**config.mk**
```make
export PLATFORM = sky130hd
export DESIGN_NAME = sti_dac_multibank_flat
export DESIGN_NICKNAME = d
export VERILOG_FILES = /design/src/rtl/sti_dac_pkg.sv /design/src/rtl/sti_dac_multibank_if.sv /design/src/rtl/oem_pixel_router.sv /design/src/rtl/sti_dac_multibank.sv /design/src/flat_wrapper.sv
export SDC_FILE = /design/constraint.sdc
export NUM_CORES = 1
export LEC_CHECK = 0
export ABC_CLOCK_PERIOD_IN_PS = 1600
export CORE_AREA = 2 2 131 158
export DETAILED_ROUTE_END_ITERATION = 8
export DIE_AREA = 0 0 133 160
export GPL_TIMING_DRIVEN = 1
export MAX_ROUTING_LAYER = met4
export SLEW_MARGIN = 10
export SYNTH_ARGS = -nofsm -noshare
export SYNTH_HDL_FRONTEND = slang
export SYNTH_SLANG_ARGS = --single-unit
export TNS_END_PERCENT = 1
```
**constraint.sdc**
```tcl
create_clock -name clk -period 1.6 [get_ports clk]
set_input_delay 0.32 -clock clk [delete_from_list [all_inputs] [get_ports clk]]
set_output_delay 0.32 -clock clk [all_outputs]
set_load 0.02 [all_outputs]
```
**src/rtl/sti_dac_pkg.sv**
```systemverilog
// Shared types and helpers for the serial-transmit / DAC-memory block.
package sti_dac_pkg;

  typedef enum logic [1:0] {
    LEN8  = 2'd0,
    LEN16 = 2'd1,
    LEN24 = 2'd2,
    LEN32 = 2'd3
  } len_e;

  typedef enum logic [1:0] {
    ST_IDLE,
    ST_SHIFT,
    ST_FILL,
    ST_FIN
  } sti_state_e;

  localparam int unsigned PIX_W = 8;

  // Frame length in bits: 8 * (pi_length + 1).
  function automatic logic [5:0] frame_len(input logic [1:0] len);
    return {1'b0, len, 3'b000} + 6'd8;
  endfunction

endpackage

```
**src/rtl/sti_dac_multibank_if.sv**
```systemverilog
// Parallel-input handshake bus: producer drives words, block answers with pi_ready.
interface sti_dac_multibank_if;
  logic        load;
  logic        pi_ready;
  logic [15:0] pi_data;
  logic [1:0]  pi_length;
  logic        pi_fill;
  logic        pi_msb;
  logic        pi_low;
  logic        pi_end;

  modport master (
    output load, pi_data, pi_length, pi_fill, pi_msb, pi_low, pi_end,
    input  pi_ready
  );

  modport slave (
    input  load, pi_data, pi_length, pi_fill, pi_msb, pi_low, pi_end,
    output pi_ready
  );
endinterface

```
**src/rtl/oem_pixel_router.sv**
```systemverilog
// Packs the serial stream into 8-bit pixels and routes them checkerboard-style
// into odd/even memory banks; zero-fills the remaining space on request.
module oem_pixel_router
  import sti_dac_pkg::*;
#(
  parameter int unsigned BANKS   = 4,
  parameter int unsigned ADDR_W  = 5,
  parameter int unsigned ROW_PIX = 8
) (
  input  logic              clk,
  input  logic              reset,
  input  logic              bit_valid,
  input  logic              bit_data,
  input  logic              fill_en,
  output logic [PIX_W-1:0]  oem_dataout,
  output logic [ADDR_W-1:0] oem_addr,
  output logic [BANKS-1:0]  odd_wr,
  output logic [BANKS-1:0]  even_wr,
  output logic              oem_finish,
  output logic              full
);

  localparam int unsigned BANK_BITS = (BANKS > 1) ? $clog2(BANKS) : 0;
  localparam int unsigned P_W       = ADDR_W + 1 + BANK_BITS + 1;
  localparam int unsigned TOTAL     = BANKS << (ADDR_W + 1);
  localparam int unsigned ROW_B     = $clog2(ROW_PIX);

  logic [P_W-1:0]   pix_idx;
  logic [6:0]       shreg;
  logic [2:0]       bcnt;
  logic             data_wr;
  logic             fill_wr;
  logic             odd_sel;
  logic [BANKS-1:0] bank_oh;
  logic [PIX_W-1:0] pix_next;

  always_comb begin
    full     = (pix_idx == P_W'(TOTAL));
    data_wr  = bit_valid && (bcnt == 3'd7) && !full;
    fill_wr  = fill_en && !bit_valid && !full;
    pix_next = data_wr ? {shreg, bit_data} : '0;
    bank_oh  = BANKS'(1) << (pix_idx >> (ADDR_W + 1));
    // Even row: even column -> odd memory; odd row swaps the parity.
    odd_sel  = (pix_idx[0] == pix_idx[ROW_B]);
  end

  always_ff @(posedge clk or negedge reset) begin
    if (!reset) begin
      pix_idx     <= '0;
      shreg       <= '0;
      bcnt        <= '0;
      oem_dataout <= '0;
      oem_addr    <= '0;
      odd_wr      <= '0;
      even_wr     <= '0;
      oem_finish  <= 1'b0;
    end else begin
      // Bits beyond TOTAL still advance the packer; only the write is dropped.
      if (bit_valid) begin
        shreg <= {shreg[5:0], bit_data};
        bcnt  <= bcnt + 3'd1;
      end
      odd_wr  <= '0;
      even_wr <= '0;
      if (data_wr || fill_wr) begin
        oem_dataout <= pix_next;
        oem_addr    <= pix_idx[ADDR_W:1];
        if (odd_sel) odd_wr  <= bank_oh;
        else         even_wr <= bank_oh;
        pix_idx <= pix_idx + P_W'(1);
      end
      if (fill_en && full) oem_finish <= 1'b1;
    end
  end

endmodule

```
**src/rtl/sti_dac_multibank.sv**
```systemverilog
// Serial-transmit front end: word handshake, frame building and bit shifter,
// feeding the multi-bank pixel router.
module sti_dac_multibank
  import sti_dac_pkg::*;
#(
  parameter int unsigned BANKS   = 4,
  parameter int unsigned ADDR_W  = 5,
  parameter int unsigned ROW_PIX = 8
) (
  input  logic                  clk,
  input  logic                  reset,
  sti_dac_multibank_if.slave    pi,
  output logic                  so_data,
  output logic                  so_valid,
  output logic [PIX_W-1:0]      oem_dataout,
  output logic [ADDR_W-1:0]     oem_addr,
  output logic [BANKS-1:0]      odd_wr,
  output logic [BANKS-1:0]      even_wr,
  output logic                  oem_finish
);

  sti_state_e  state;
  len_e        len_in;
  logic [31:0] frame_buf;
  logic [31:0] lsb_buf;
  logic [31:0] sr;
  logic [5:0]  flen_in;
  logic [5:0]  flen_q;
  logic [5:0]  cnt;
  logic        msb_q;
  logic        end_q;
  logic        pix_full;
  logic        pix_fill;

  always_comb begin
    len_in    = len_e'(pi.pi_length);
    frame_buf = '0;
    case (len_in)
      LEN8:  frame_buf = {pi.pi_low ? pi.pi_data[15:8] : pi.pi_data[7:0], 24'h0};
      LEN16: frame_buf = {pi.pi_data, 16'h0};
      LEN24: frame_buf = pi.pi_fill ? {pi.pi_data, 16'h0} : {8'h0, pi.pi_data, 8'h0};
      LEN32: frame_buf = pi.pi_fill ? {pi.pi_data, 16'h0} : {16'h0, pi.pi_data};
      default: frame_buf = '0;
    endcase
    flen_in  = frame_len(pi.pi_length);
    // LSB-first frames are right-aligned so both orders shift from a fixed end.
    lsb_buf  = frame_buf >> (6'd32 - flen_in);
    pix_fill = (state == ST_FILL) || (state == ST_FIN);
  end

  always_ff @(posedge clk or negedge reset) begin
    if (!reset) begin
      state       <= ST_IDLE;
      pi.pi_ready <= 1'b1;
      so_data     <= 1'b0;
      so_valid    <= 1'b0;
      sr          <= '0;
      cnt         <= '0;
      flen_q      <= '0;
      msb_q       <= 1'b0;
      end_q       <= 1'b0;
    end else begin
      case (state)
        ST_IDLE: begin
          if (pi.load) begin
            state       <= ST_SHIFT;
            pi.pi_ready <= 1'b0;
            so_valid    <= 1'b1;
            cnt         <= 6'd1;
            flen_q      <= flen_in;
            msb_q       <= pi.pi_msb;
            end_q       <= pi.pi_end;
            if (pi.pi_msb) begin
              so_data <= frame_buf[31];
              sr      <= {frame_buf[30:0], 1'b0};
            end else begin
              so_data <= lsb_buf[0];
              sr      <= {1'b0, lsb_buf[31:1]};
            end
          end
        end
        ST_SHIFT: begin
          if (cnt == flen_q) begin
            so_valid <= 1'b0;
            so_data  <= 1'b0;
            if (end_q) begin
              state <= pix_full ? ST_FIN : ST_FILL;
            end else begin
              state       <= ST_IDLE;
              pi.pi_ready <= 1'b1;
            end
          end else begin
            cnt <= cnt + 6'd1;
            if (msb_q) begin
              so_data <= sr[31];
              sr      <= {sr[30:0], 1'b0};
            end else begin
              so_data <= sr[0];
              sr      <= {1'b0, sr[31:1]};
            end
          end
        end
        ST_FILL: begin
          if (pix_full) state <= ST_FIN;
        end
        ST_FIN: begin
          state <= ST_FIN;
        end
        default: state <= ST_IDLE;
      endcase
    end
  end

  oem_pixel_router #(
    .BANKS   (BANKS),
    .ADDR_W  (ADDR_W),
    .ROW_PIX (ROW_PIX)
  ) u_router (
    .clk         (clk),
    .reset       (reset),
    .bit_valid   (so_valid),
    .bit_data    (so_data),
    .fill_en     (pix_fill),
    .oem_dataout (oem_dataout),
    .oem_addr    (oem_addr),
    .odd_wr      (odd_wr),
    .even_wr     (even_wr),
    .oem_finish  (oem_finish),
    .full        (pix_full)
  );

endmodule

```
**src/flat_wrapper.sv**
```systemverilog
// flat-port wrapper written by rule: the top's interface ports become plain ports
module sti_dac_multibank_flat import sti_dac_pkg::*;
#(
  parameter int unsigned BANKS   = 4,
  parameter int unsigned ADDR_W  = 5,
  parameter int unsigned ROW_PIX = 8
)
  (clk, reset, so_data, so_valid, oem_dataout, oem_addr, odd_wr, even_wr, oem_finish, pi_load, pi_pi_data, pi_pi_length, pi_pi_fill, pi_pi_msb, pi_pi_low, pi_pi_end, pi_pi_ready);
  sti_dac_multibank_if pi_i ();
  input  logic clk;
  input  logic reset;
  output logic so_data;
  output logic so_valid;
  output logic [PIX_W-1:0] oem_dataout;
  output logic [ADDR_W-1:0] oem_addr;
  output logic [BANKS-1:0] odd_wr;
  output logic [BANKS-1:0] even_wr;
  output logic oem_finish;
  input wire logic [$bits(pi_i.load)-1:0] pi_load;
  input wire logic [$bits(pi_i.pi_data)-1:0] pi_pi_data;
  input wire logic [$bits(pi_i.pi_length)-1:0] pi_pi_length;
  input wire logic [$bits(pi_i.pi_fill)-1:0] pi_pi_fill;
  input wire logic [$bits(pi_i.pi_msb)-1:0] pi_pi_msb;
  input wire logic [$bits(pi_i.pi_low)-1:0] pi_pi_low;
  input wire logic [$bits(pi_i.pi_end)-1:0] pi_pi_end;
  output wire logic [$bits(pi_i.pi_ready)-1:0] pi_pi_ready;
  assign pi_i.load = pi_load;
  assign pi_i.pi_data = pi_pi_data;
  assign pi_i.pi_length = pi_pi_length;
  assign pi_i.pi_fill = pi_pi_fill;
  assign pi_i.pi_msb = pi_pi_msb;
  assign pi_i.pi_low = pi_pi_low;
  assign pi_i.pi_end = pi_pi_end;
  assign pi_pi_ready = pi_i.pi_ready;
  sti_dac_multibank #(.BANKS(BANKS), .ADDR_W(ADDR_W), .ROW_PIX(ROW_PIX)) u_core (.clk(clk), .reset(reset), .pi(pi_i), .so_data(so_data), .so_valid(so_valid), .oem_dataout(oem_dataout), .oem_addr(oem_addr), .odd_wr(odd_wr), .even_wr(even_wr), .oem_finish(oem_finish));
endmodule
```
==> results.cfg, run 1 <==
[placement]
gp_congestion = 1.01
placed_area_um2 = 7350
dp_hpwl_um = 13300
io_buffers = 49

[clock_network]
clk_latency_ps = 350
cts.reportedPaths.clkPinSlew_ps = 60
root_buffer = clkbuf_16
cts.sinks = 89
cts-htree-levels = 3
cts_tree = done
numCtsBuffers = 9
clockBufferDepth = 2

[timing]
period_minus_slack_ps = 1830
rsz0062_at_grt = true
worst_slew_pin_slew_ps = 474
post-route-period-util_pct = 114
slew_violations = 0
relSlewSlack_pct = 68.4
finalHoldViolCount = 0
finalSetupViolCount = 31
finalClockSkew_ps = 8.00
fmax_mhz = 547
tns_ps = -1900
setup_slack_ps = -229

[die]
ios = 50
rows = 57
fp.dieH_um = 160
dieArea_um2 = 21300
core-area_um2 = 19900
start_util_pct = 27.4
die_w_um = 133

[pwr]
combPwrFrac_pct = 15.5
power_switching_w = 0.00129
power.static_leakage_nw = 3.81
switching_share_pct = 24.8
vdd_ir_drop_max_uv = 416
power.share.sequential_pct = 43.3
power.density_nw_per_um2 = 637
p_clk_share_pct = 41.1
p_int_w = 0.00390

[global_route]
grt_max_degree = 52
grt_usage_pct = 17.2
grt_overflow_total = 0
antenna_found_initial = 0
grt_pass1_wl_um = 27800
grt_pass1_vias = 5267

[cells_and_area]
final_cell_mix = buf_4 (138), dfrtp_1 (87), nor2_1 (40)
nets = 789
syn_to_final_growth_pct = 49.5
final_area_um2 = 8150
layout-drive-gt1-share_pct = 38.8
antenna_cells = 0
final_common_cell = buf_4

[synthesis]
yosysSeqAreaShare_pct = 40.9
synth.top_cell.area_share_pct = 40.4
avgSynthCellArea_um2 = 9.53
synth_seq_cells = 89
ys.warnings.count = 0
synth_nets = 609
synth-edff-count = 0
async_reset_ff_share_pct = 100
synth_area_um2 = 5450
synth_area_leaders = dfrtp_1 (40%), mux2_2 (6.6%), mux2i_1 (5.1%), nor2_1 (3.6%), o21ai_0 (3.1%)
yosysTopAreaCell = dfrtp_1
synth-main-ff-cell = dfrtp_1
postSynthCellCount = 572
yosysUniqueCellTypes = 61

[critical_path]
ff2ff_path_depth = 6
critPathLaunchType = primary input
r2r_start = u_core.state[1]$_DFFE_PN0P_
reg2reg_slack_ps = -160
end_kind = flip-flop
regToRegEndpoint = u_core.sr[23]$_DFFE_PN0P_
cp.required_ps = 1810
critical_path_class = in -> reg
crit_fanout = 7
crit_arrival_ps = 2040

[outcome]
violations = setup timing
outcome = finished with violations

[worst_hold_path]
hold_class = reg -> reg
min_delay_worst_endpoint = u_core.u_router.oem_addr[2]$_DFFE_PN0P_
hold_start = u_core.u_router.oem_addr[2]$_DFFE_PN0P_
whs_path_depth = 2

[routing]
vias_per_cell = 5.20
drtAntennaViolNets = 0
firstDrtPassIters = 8
initialDrtViolationCount = 689
post-route-drc-count = 0
avgRoutedWirePerCell_um = 17.3
via_count = 5318
drt-total-wl_um = 17700

[run]
cap_violations = 0
[logic make-up after synthesis]
logic type / Yosys count / share of synthesized area, %
AO/OA/AOI/OAI: 172 / 22.7
AND/OR/NAND/NOR: 168 / 15.0
flip-flops: 89 / 40.9
multiplexers: 60 / 11.7
buffers and inverters: 53 / 4.08
XOR/XNOR: 18 / 2.89
adder cells (fa/ha/maj): 12 / 2.75
[critical path, cell delays in order]
cell,delay (ps)
buf_4,130
buf_8,140
inv_8,60
ha_4,150
clkinv_1,200
a32o_2,350
buf_4,150
a222oi_1,400
a21oi_1,130
[synth_stat cells, drive strengths merged, types with 3 or more instances]
| master | n |
|---|---|
| and2 | 7 |
| a31oi | 26 |
| a22o | 15 |
| mux2i | 28 |
| nor2 | 52 |
| a222oi | 8 |
| xnor2 | 9 |
| nand3 | 18 |
| o22a | 12 |
| nand2b | 7 |
| xor2 | 9 |
| nand2 | 44 |
| dfrtp | 88 |
| and3 | 9 |
| a21o | 5 |
| a32o | 6 |
| a21oi | 23 |
| o2bb2ai | 7 |
| mux2 | 32 |
| clkbuf | 22 |
| nor3 | 13 |
| o21ai | 36 |
| o21a | 3 |
| inv | 13 |
| o221ai | 5 |
| a22oi | 6 |
| o221a | 5 |
| buf | 17 |
| nor2b | 5 |
| ha | 12 |
[repair_timing]
item,in CTS,in global routing
hold buffers,1,0
hold endpoints to repair,50,0
resized for setup,111,47
buffers inserted,4,5
pin swaps,16,23
endpoints found under the setup margin,74,73
[area by class of cell]
class	count	area [um^2]
clock buffer	12	246
clock inverter	4	52.6
fill	1927	11700
inverter	14	60.1
multi-input combinational	430	3400
sequential	89	2230
tap	265	332
timing repair buffer	208	1830
[how the worst max path moves through the flow]
stage / startpoint / end / cells past startpoint
after floorplan: pi_pi_length[0] / u_core.sr[1]$_DFFE_PN0P_ / 10
after global placement: pi_pi_length[1] / u_core.sr[23]$_DFFE_PN0P_ / 8
after detailed placement: pi_pi_length[1] / u_core.sr[23]$_DFFE_PN0P_ / 8
after CTS: u_core.state[1]$_DFFE_PN0P_ / u_core.sr[23]$_DFFE_PN0P_ / 6
after global routing: u_core.state[1]$_DFFE_PN0P_ / u_core.sr[23]$_DFFE_PN0P_ / 6
final: pi_pi_length[0] / u_core.sr[24]$_DFFE_PN0P_ / 9
[layer usage]
| metal | wire length (um) | track usage, % | up-vias | share of wire, % |
|---|---|---|---|---|
| met5 | 0 | - | - | 0 |
| met4 | 986 | 10.9 | 0 | 5.6 |
| met3 | 1000 | 2.10 | 66 | 5.7 |
| met2 | 8400 | 27.1 | 229 | 48 |
| met1 | 7270 | 20.9 | 2531 | 41 |
| li1 | - | - | 2492 | - |
[state kept, by name, indices dropped and copies added (netlist names), 3 cells and up]
signal	flops
u_core.cnt	6
u_core.flen_q	3
u_core.sr	32
u_core.u_router.bcnt	3
u_core.u_router.even_wr	4
u_core.u_router.odd_wr	4
u_core.u_router.oem_addr	5
u_core.u_router.oem_dataout	8
u_core.u_router.pix_idx	9
u_core.u_router.shreg	7
[power groups by stage]
stage / Combinational, W / Clock, W / Sequential, W
floorplan: 0.000256 / 0 / 0.00229
global placement: 0.000722 / 0 / 0.00229
detailed placement: 0.000719 / 0 / 0.00229
CTS: 0.000779 / 0.00217 / 0.00225
global route: 0.000852 / 0.00228 / 0.00225
finish: 0.000806 / 0.00214 / 0.00225
[stage by stage]
stage / utilization, % / worst slack (ps) / power [W] / hold WS [ps] / cells
after detailed placement: 36.9 / -1030 / 0.00301 / 323 / 996
after global routing: 41.0 / -241 / 0.00538 / 496 / 1022
final: 41.0 / -229 / 0.00519 / 466 / 1022
after CTS: 40.0 / -212 / 0.00520 / 476 / 1017
after global placement: 36.9 / -1050 / 0.00301 / 315 / 996
after floorplan: - / -246 / 0.00255 / 24.4 / 572
No activity file was read; power rests on OpenSTA's default activity.
==> run 2, diff against run 1 <==
--- a/config.mk
+++ b/config.mk
@@ -11,6 +11,7 @@
 export DIE_AREA = 0 0 133 160
 export GPL_TIMING_DRIVEN = 1
 export MAX_ROUTING_LAYER = met4
+export PLACE_DENSITY = 0.51
 export SLEW_MARGIN = 10
 export SYNTH_ARGS = -nofsm -noshare
 export SYNTH_HDL_FRONTEND = slang
==> run 2 against run 1 <==
Via count up 1.4%. Routed wire length rose by 12%. Critical path depth fell by 1. Register-to-register slack about the same. The flow still finishes with violations (setup timing). Clock power grew 6%. Worst setup slack improved by 68 ps.
==> results.cfg, run 2 (synthesis gave the netlist of run 1 again) <==
[critical_path]
crit_end = u_core.sr[13]$_DFFE_PN0P_
regToRegEndpoint = u_core.sr[13]$_DFFE_PN0P_
r2r_start = u_core.cnt[1]$_DFFE_PN0P_
crit_arrival_ps = 1990
cp.required_ps = 1830
critical_path_class = reg -> reg
end_kind = flip-flop
ff2ff_path_depth = 8
reg2reg_slack_ps = -160
crit_start = u_core.cnt[1]$_DFFE_PN0P_
critPathLaunchType = flip-flop
crit_fanout = 12

[timing]
fmax_mhz = 568
period_minus_slack_ps = 1760
post-route-period-util_pct = 110
finalClockSkew_ps = 15.3
setup_slack_ps = -161
relSlewSlack_pct = 64.0
finalSetupViolCount = 50
finalHoldViolCount = 0
slew_violations = 0
worst_slew_pin_slew_ps = 538
rsz0062_at_grt = true

[placement]
place_inst = 999
io_buffers = 49
gp_congestion = 0.894
dp_hpwl_um = 15100

[die]
dieArea_um2 = 21300
die_w_um = 133
start_util_pct = 27.4
ios = 50
core-area_um2 = 19900
rows = 57
fp.dieH_um = 160

[pwr]
vdd_ir_drop_max_uv = 478
power.density_nw_per_um2 = 640
power.static_leakage_nw = 3.80

[cells_and_area]
largest_register_ffs = 32
syn_to_final_growth_pct = 53.3
antenna_cells = 0
fin_cells = 1028
top_register = u_core.sr
final_cell_mix = buf_4 (135), dfrtp_1 (86), nand2_1 (41)
fillers = 1934
layout-drive-gt1-share_pct = 41.4
largest_registers = u_core.sr (32), u_core.u_router.pix_idx (9), u_core.u_router.oem_dataout (8)
nets = 795
final_common_cell = buf_4
utilization_pct = 42.0

[routing]
drtAntennaViolNets = 0
vias_per_cell = 5.24
post-route-drc-count = 0
via_count = 5390
avgRoutedWirePerCell_um = 19.2
drt-total-wl_um = 19800
firstDrtPassIters = 5
initialDrtViolationCount = 477

[global_route]
grt_pass1_wl_um = 30000
antenna_found_initial = 0
grt_max_degree = 34
grt_overflow_total = 0
grt_pass1_vias = 5345
grt_usage_pct = 18.7

[outcome]
violations = setup timing
outcome = finished with violations

[clock_network]
cts.reportedPaths.clkPinSlew_ps = 80
clk_latency_ps = 340
cts.sinks = 89
numCtsBuffers = 9
root_buffer = clkbuf_16
cts-htree-levels = 3
clockBufferDepth = 2
cts_tree = done

[run]
cap_violations = 0

[worst_hold_path]
hold_class = in -> async
==> run 2: cell count changes in the layout (fill, tap and decap cells not counted), moves of 4 or more <==
| cell | change |
|---|---|
| nor2_1 | -11 |
| dlymetal6s2s_1 | -4 |
| dlygate4sd2_1 | +5 |
| nor2_2 | +8 |
==> run 2: final cells by class <==
type / count / area [um^2] / share of cell area [%]
inverter: 14 / 63.8 / 0.763
tap: 265 / 332 / 3.97
timing repair buffer: 214 / 1950 / 23.3
sequential: 89 / 2230 / 26.7
clock buffer: 9 / 225 / 2.69
clock inverter: 7 / 85.1 / 1.02
multi-input combinational: 430 / 3480 / 41.6
==> run 2: layer usage <==
metal  part of all wire, %  vias to the layer above  global-route usage [%]  routed length (um)
met4                   3.0                        0                    5.82                 602
met3                   4.1                       41                    2.25                 816
li1                      -                     2510                       -                   -
met5                     0                        -                       -                   0
met2                    51                      200                    32.7               10100
met1                    42                     2639                    22.5                8250
==> run 2: metrics by stage <==
stage	worst slack [ps]	instance area [um^2]	power, W	TNS (ps)	hold WS [ps]
global placement	-1160	7410	0.00303	-32430	273
floorplan	-246	5520	0.00255	-5790	24.4
finish	-161	8360	0.00535	-3880	444
detailed placement	-1140	7410	0.00303	-33880	281
CTS	-222	7920	0.00535	-5200	451
global route	-228	8360	0.00556	-8360	481
==> run 2: critical path, stage by stage, from the launching register on <==
cell and delay, ps:
dfrtp_1 400, inv_2 80, ha_4 130, nand2b_4 50, nor4_4 310, a21oi_4 150
buf_6 160, clkbuf_16 160, o22a_1 200
==> run 2: repair_timing <==
action,in CTS,in global routing
setup buffers,2,10
endpoints found under the hold margin,26,0
endpoints found under the setup margin,93,68
pin swaps,22,21
gates resized for setup,90,89
hold buffers,1,0
gates cloned,0,3
==> run 2: worst min path at each step <==
stage,cells past startpoint,slack [ps],startpoint,end
CTS,2,450,reset,u_core.u_router.odd_wr[2]$_DFF_PN0_
detailed placement,1,280,reset,u_core.u_router.odd_wr[2]$_DFF_PN0_
floorplan,0,20,reset,u_core.cnt[0]$_DFFE_PN0P_
finish,2,440,reset,u_core.u_router.odd_wr[2]$_DFF_PN0_
global placement,1,270,reset,u_core.u_router.even_wr[1]$_DFF_PN0_
global route,2,480,reset,u_core.u_router.odd_wr[2]$_DFF_PN0_
==> run 2: where the power goes <==
group / internal (W) / switching (W) / total (W)
Sequential: 0.00225 / 0 / 0.00225
Combinational: 0.000398 / 0.000440 / 0.000838
Clock: 0.00125 / 0.00102 / 0.00226
Total: 0.00389 / 0.00146 / 0.00535
==> run 3, diff against run 2 <==
--- a/config.mk
+++ b/config.mk
@@ -6,6 +6,7 @@
 export NUM_CORES = 1
 export LEC_CHECK = 0
 export ABC_CLOCK_PERIOD_IN_PS = 1600
+export CAP_MARGIN = 5
 export CORE_AREA = 2 2 131 158
 export DETAILED_ROUTE_END_ITERATION = 8
 export DIE_AREA = 0 0 133 160
==> results of run 3 <==
The final DEF is identical to that of run 2; final timing and power are the same.
